--- src/rtl/ex_unit.sv ---
// Execute stage: single-cycle ALU ops plus 16-step iterative MUL/DIV,
// with a registered valid/ready result slot toward EX/MEM.
module ex_unit #(
    parameter int S = 15,
    parameter int C = 3
) (
    input  logic         clk,
    input  logic         rst,
    input  logic         InValid,
    output logic         InReady,
    input  logic [S:0]   InData1,
    input  logic [S:0]   InData2,
    input  logic [S:0]   InData15,
    input  logic [C:0]   InCtrl,
    output logic         OutValid,
    input  logic         OutReady,
    output logic [S:0]   OutResult,
    output logic [S:0]   OutData15,
    output logic [C:0]   OutCtrl,
    output logic         OutDivZero
);

    typedef enum logic {IDLE, BUSY} state_t;

    localparam logic [C:0] OP_ADD = 4'b0000;
    localparam logic [C:0] OP_SUB = 4'b0001;
    localparam logic [C:0] OP_AND = 4'b0010;
    localparam logic [C:0] OP_OR  = 4'b0011;
    localparam logic [C:0] OP_MUL = 4'b0100;
    localparam logic [C:0] OP_DIV = 4'b0101;
    localparam logic [C:0] OP_MOV = 4'b0110;
    localparam logic [C:0] OP_SLL = 4'b0111;
    localparam logic [C:0] OP_SRL = 4'b1000;

    state_t     state_q, state_d;
    logic [4:0] cnt_q, cnt_d;
    logic [S:0] m_q, m_d;
    logic [S:0] hi_q, hi_d;
    logic [S:0] lo_q, lo_d;
    logic [C:0] op_q, op_d;
    logic       dz_q, dz_d;
    logic       ov_q, ov_d;
    logic [S:0] res_q, res_d;
    logic [S:0] d15_q, d15_d;
    logic [C:0] octrl_q, octrl_d;
    logic       odz_q, odz_d;

    logic         slot_free;
    logic         accept;
    logic         is_md;
    logic [S:0]   alu_res;
    logic [S+1:0] mul_sum;
    logic [S+1:0] div_r;
    logic [S:0]   div_diff;
    logic         div_ge;

    always_comb begin
        unique case (InCtrl)
            OP_ADD:  alu_res = InData1 + InData2;
            OP_SUB:  alu_res = InData1 - InData2;
            OP_AND:  alu_res = InData1 & InData2;
            OP_OR:   alu_res = InData1 | InData2;
            OP_MOV:  alu_res = InData2;
            OP_SLL:  alu_res = InData1 << InData2[3:0];
            OP_SRL:  alu_res = InData1 >> InData2[3:0];
            default: alu_res = InData1;
        endcase
    end

    // hi_q:lo_q is the product register for MUL and remainder:quotient for DIV
    always_comb begin
        mul_sum  = {1'b0, hi_q} + (lo_q[0] ? {1'b0, m_q} : '0);
        div_r    = {hi_q, lo_q[S]};
        div_ge   = div_r >= {1'b0, m_q};
        div_diff = div_r[S:0] - m_q;
    end

    always_comb begin
        slot_free = !ov_q || OutReady;
        InReady   = (state_q == IDLE) && slot_free;
        accept    = InValid && InReady;
        is_md     = (InCtrl == OP_MUL) || (InCtrl == OP_DIV);

        state_d = state_q;
        cnt_d   = cnt_q;
        m_d     = m_q;
        hi_d    = hi_q;
        lo_d    = lo_q;
        op_d    = op_q;
        dz_d    = dz_q;
        ov_d    = ov_q && !OutReady;
        res_d   = res_q;
        d15_d   = d15_q;
        octrl_d = octrl_q;
        odz_d   = odz_q;

        unique case (state_q)
            IDLE: begin
                if (accept && is_md) begin
                    m_d     = (InCtrl == OP_MUL) ? InData1 : InData2;
                    lo_d    = (InCtrl == OP_MUL) ? InData2 : InData1;
                    hi_d    = '0;
                    cnt_d   = '0;
                    op_d    = InCtrl;
                    dz_d    = (InCtrl == OP_DIV) && (InData2 == '0);
                    state_d = BUSY;
                end else if (accept) begin
                    res_d   = alu_res;
                    d15_d   = InData15;
                    octrl_d = InCtrl;
                    odz_d   = 1'b0;
                    ov_d    = 1'b1;
                end
            end
            BUSY: begin
                if (cnt_q < 5'd16) begin
                    cnt_d = cnt_q + 5'd1;
                    if (op_q == OP_MUL) begin
                        hi_d = mul_sum[S+1:1];
                        lo_d = {mul_sum[0], lo_q[S:1]};
                    end else begin
                        hi_d = div_ge ? div_diff : div_r[S:0];
                        lo_d = {lo_q[S-1:0], div_ge};
                    end
                end else if (slot_free) begin
                    res_d   = lo_q;
                    d15_d   = hi_q;
                    octrl_d = op_q;
                    odz_d   = dz_q;
                    ov_d    = 1'b1;
                    state_d = IDLE;
                end
            end
            default: state_d = IDLE;
        endcase
    end

    always_ff @(posedge clk) begin
        if (rst) begin
            state_q <= IDLE;
            cnt_q   <= '0;
            m_q     <= '0;
            hi_q    <= '0;
            lo_q    <= '0;
            op_q    <= '0;
            dz_q    <= 1'b0;
            ov_q    <= 1'b0;
            res_q   <= '0;
            d15_q   <= '0;
            octrl_q <= '0;
            odz_q   <= 1'b0;
        end else begin
            state_q <= state_d;
            cnt_q   <= cnt_d;
            m_q     <= m_d;
            hi_q    <= hi_d;
            lo_q    <= lo_d;
            op_q    <= op_d;
            dz_q    <= dz_d;
            ov_q    <= ov_d;
            res_q   <= res_d;
            d15_q   <= d15_d;
            octrl_q <= octrl_d;
            odz_q   <= odz_d;
        end
    end

    assign OutValid   = ov_q;
    assign OutResult  = res_q;
    assign OutData15  = d15_q;
    assign OutCtrl    = octrl_q;
    assign OutDivZero = odz_q;

endmodule

--- config.mk ---
export PLATFORM = sky130hd
export DESIGN_NAME = ex_unit
export DESIGN_NICKNAME = d
export VERILOG_FILES = /design/src/rtl/ex_unit.sv
export SDC_FILE = /design/constraint.sdc
export NUM_CORES = 1
export LEC_CHECK = 0
export BUFFER_PORTS_ARGS = -buffer_cell sky130_fd_sc_hd__buf_2
export CAP_MARGIN = 20
export CORE_ASPECT_RATIO = 0.7
export CORE_MARGIN = 5
export CORE_UTILIZATION = 55
export CTS_CLUSTER_DIAMETER = 150
export DETAILED_ROUTE_END_ITERATION = 8
export PLACE_DENSITY = 0.8
export SYNTH_ARGS = -nofsm -noshare
export SYNTH_HDL_FRONTEND = slang
export SYNTH_SLANG_ARGS = --single-unit
--- constraint.sdc ---
create_clock -name clk -period 3.4 [get_ports clk]
set_input_delay 0.34 -clock clk [delete_from_list [all_inputs] [get_ports clk]]
set_output_delay 0.34 -clock clk [all_outputs]
set_load 0.01 [all_outputs]
==> run_results.csv <==
group,metric,value,unit
worst_hold_path,holdCritPathClass,"input port to flop",
job,max_cap_violations,0,
placed_design,dp.cells,1525,
timing,timing.fmax,330,MHz
finish,post-route-cell-area,10300,um2
synthesis,combinational_family_with_the_most_area_after_synthesis,"compound AO/OA/AOI/OAI gates",
setup_path,worst_setup_path_end_kind,"flop",
synthesis,avgSynthCellArea,7.41,um2
synthesis,synth.yosys.seq_area_share,21.3,%
clocking,htree_levels,3,
power_and_ir_drop,static_leak,4.15,nW
power_and_ir_drop,pwr_density_cell,365,nW/um2
status,status,"finished, final reports clean",
timing,hold_viol,0,
timing,max_slew.worst_pin.slew,0.949,ns
placed_design,place.detailed.hpwl,25.4,mm
detailed_routing,wl_per_cell,21.8,um
timing,clock_skew,0.00557,ns
setup_path,r2r_slack,0.37,ns
detailed_routing,drt-pass1-iter-count,8,
timing,period_minus_slack,3.03,ns
detailed_routing,finalWirelength,33.6,mm
global_route,track_usage,33.9,%
timing,setup_viol,0,
clocking,tritoncts.num_buffers,9,
synthesis,yosys.area_share.xor_xnor,4.71,%
placed_design,placed_area,10000,um2
detailed_routing,number_of_drc_markers_after_the_initial_detailed_route_iteration,1510,
die,start_util,55.9,%
clocking,clk_root_buffer_cell,"clkbuf_16",
setup_path,timing.setup.critical_path_class,"flop to flop",
timing,setup_repair_after_global_routing_missed_its_margin,"no",
placed_design,place.port_buffers,94,
power_and_ir_drop,irDropWorstVdd,0.249,mV
timing,finalMaxSlewViolations,0,
synthesis,synth.yosys.warnings,0,
setup_path,worstSetupStartpointType,"flop",
synthesis,syn_nets,1340,
finish,post_route_cells_drive_above_1_share,16.5,%
die,boundary_pins,95,
synthesis,post_synth_instance_area,9110,um2
finish,post_layout_instance_count_excluding_filler_cells,1542,
global_route,grt_start_max_net_pins,66,
clocking,cts_setup_buffers,0,
timing,setup_tns,0,ns
die,fp.dieH,118,um
global_route,grt_pass1_wl,52.1,mm
synthesis,post_synth_and_or_nand_nor_area_fraction,21.5,%
synthesis,multiplexer_area_fraction_after_synthesis,10.3,%
finish,filler_cell_count,1511,
synthesis,netlist-cell-type-count,73,
timing,fin_crit_sh,89.1,%
synthesis,number_of_storage_elements_in_the_synthesis_netlist,97,
global_route,first_global_vias,9343,
detailed_routing,via_count_of_the_routed_design,10142,
finish,nets,1422,
finish,areaGrowthSynthToFinish,13.5,%
clocking,cts_sinks,97,
synthesis,adder_and_majority_gate_portion_of_the_synthesized_area,7.80,%
clocking,cts_resized,0,
clocking,cts_buffer_depth,2,
global_route,antenna_violations_before_repair,0,
synthesis,synth_ff_type,"dfxtp_1",
clocking,worstSkewPairLatency,0.36,ns
setup_path,maximum_fanout_along_the_worst_path,9,
clocking,clkTransAtPathRegs,0.08,ns
synthesis,yosysTopAreaCell,"dfxtp_1",
die,placementRows,39,
synthesis,synth_top_area_share,21.3,%
timing,maxSlewHeadroom,36.7,%
global_route,globalRouteOverflowTotal,0,
detailed_routing,final_antenna_net_count,0,
synthesis,ys_async_sr_fraction,0,%
synthesis,synth_compound_gate_area_share,28.4,%
finish,postLayoutCoreUtil,63.4,%
die,core,16300,um2
detailed_routing,drcViolationCount,0,
die,chipWidth,164,um
placed_design,place.gp.congestion,1.07,
synthesis,post_synth_main_area_contributors,"dfxtp_1 21%, mux2i_1 7.8%, ha_1 7.1%",
clocking,tritoncts_clock_tree,"done",
synthesis,synth_cells,1229,
synthesis,synth-edff-count,0,
die,die_area,19300,um2
detailed_routing,avgViaCountPerCell,6.58,
finish,layout_commonest_cell,"nor2_1",
finish,mostFrequentLayoutCells,"161 x nor2_1, 108 x nand2_1, 98 x a21oi_1",
setup_path,required,3.65,ns
setup_path,worst-endpoint-arrival,3.28,ns
clocking,post_cts_hold_buffer_count,0,
[path summary, 6_finish.rpt]
check | startpoint | to | cells after the start
max | lo_q[0]$_SDFFE_PP0P_ | hi_q[9]$_SDFFE_PP0P_ | 11
min | OutReady | state_q$_SDFF_PP0_ | 4
max reg2reg | lo_q[0]$_SDFFE_PP0P_ | hi_q[9]$_SDFFE_PP0P_ | 11
min reg2reg | OutResult[2]$_SDFFE_PP0P_ | OutResult[2]$_SDFFE_PP0P_ | 2
[state kept, by name, indices dropped and copies added, names as in the netlist]
signal	count
op_q	4
OutData15	16
cnt_q	5
OutResult	16
OutCtrl	4
state_q	1
lo_q	16
dz_q	1
OutDivZero	1
hi_q	16
OutValid	1
m_q	16
[worst max-delay path: stages (launching register included)]
cell and delay, ns:
dfxtp_1 0.40, and2_1 0.18, ha_1 0.21, fa_1 0.42, a21o_1 0.18, a21oi_1 0.27
o21ai_0 0.27, a31oi_1 0.33, o21bai_1 0.09, a21oi_1 0.18, xnor2_1 0.08, a221o_1 0.31
[per-stage QoR]
stage                     setup WS, ns  hold slack, ns  total power (W)
after floorplan                 0.0322           0.432          0.00224
after global placement           0.205           0.436          0.00265
after detailed placement         0.130           0.445          0.00268
after CTS                        0.443           0.299          0.00373
after global routing             0.201           0.321          0.00395
final                            0.371           0.309          0.00377
[Yosys cell counts (all sizes together) (4+ instances only)]
master,number
and3,7
nand2,108
o22ai,7
a21o,13
dfxtp,97
or3,12
a211oi,68
nand3,15
o311ai,4
mux4,5
a211o,4
buf,29
inv,40
a311oi,23
nor2b,26
mux2i,71
a31oi,20
o31ai,8
clkbuf,64
nand4,6
nor2,163
mux2,10
or2,4
o21ai,58
and2,20
ha,52
o221ai,14
a21oi,98
nand2b,11
xor2,15
xnor2,34
o21a,8
a22oi,6
nor3,40
o211ai,20
[routing by layer]
metal / vias up / GRT usage, % / wire, um
met5: - / 2.67 / 67
met4: 2 / 7.60 / 808
met3: 90 / 12.3 / 5390
met2: 721 / 45.2 / 12800
met1: 4662 / 51.2 / 14600
li1: 4667 / - / -
[final cells by class]
cell class / count / area (um2) / share of cell area (%)
clock inverter: 7 / 78.8 / 0.763
tap: 225 / 282 / 2.72
inverter: 41 / 154 / 1.49
antenna: 1 / 2.50 / 0.0242
sequential: 97 / 1940 / 18.8
timing repair buffer: 164 / 1000 / 9.71
multi-input combinational: 998 / 6650 / 64.3
clock buffer: 9 / 225 / 2.18
[kinds of logic after synthesis]
logic type,Yosys count
xor+xnor,49
compound gates,381
mux,86
fa+ha+maj,55
flops,97
buf+inv,134
simple gates,427
[power breakdown]
part           switching [W]  leakage [nW]  internal, W  total [W]
clock               0.000537         0.151     0.000531    0.00107
combinational       0.000858          3.21     0.000581    0.00144
sequential         0.0000601         0.792      0.00120    0.00126
total                0.00146          4.15      0.00232    0.00377
No activity file was read; power rests on OpenSTA's default activity.
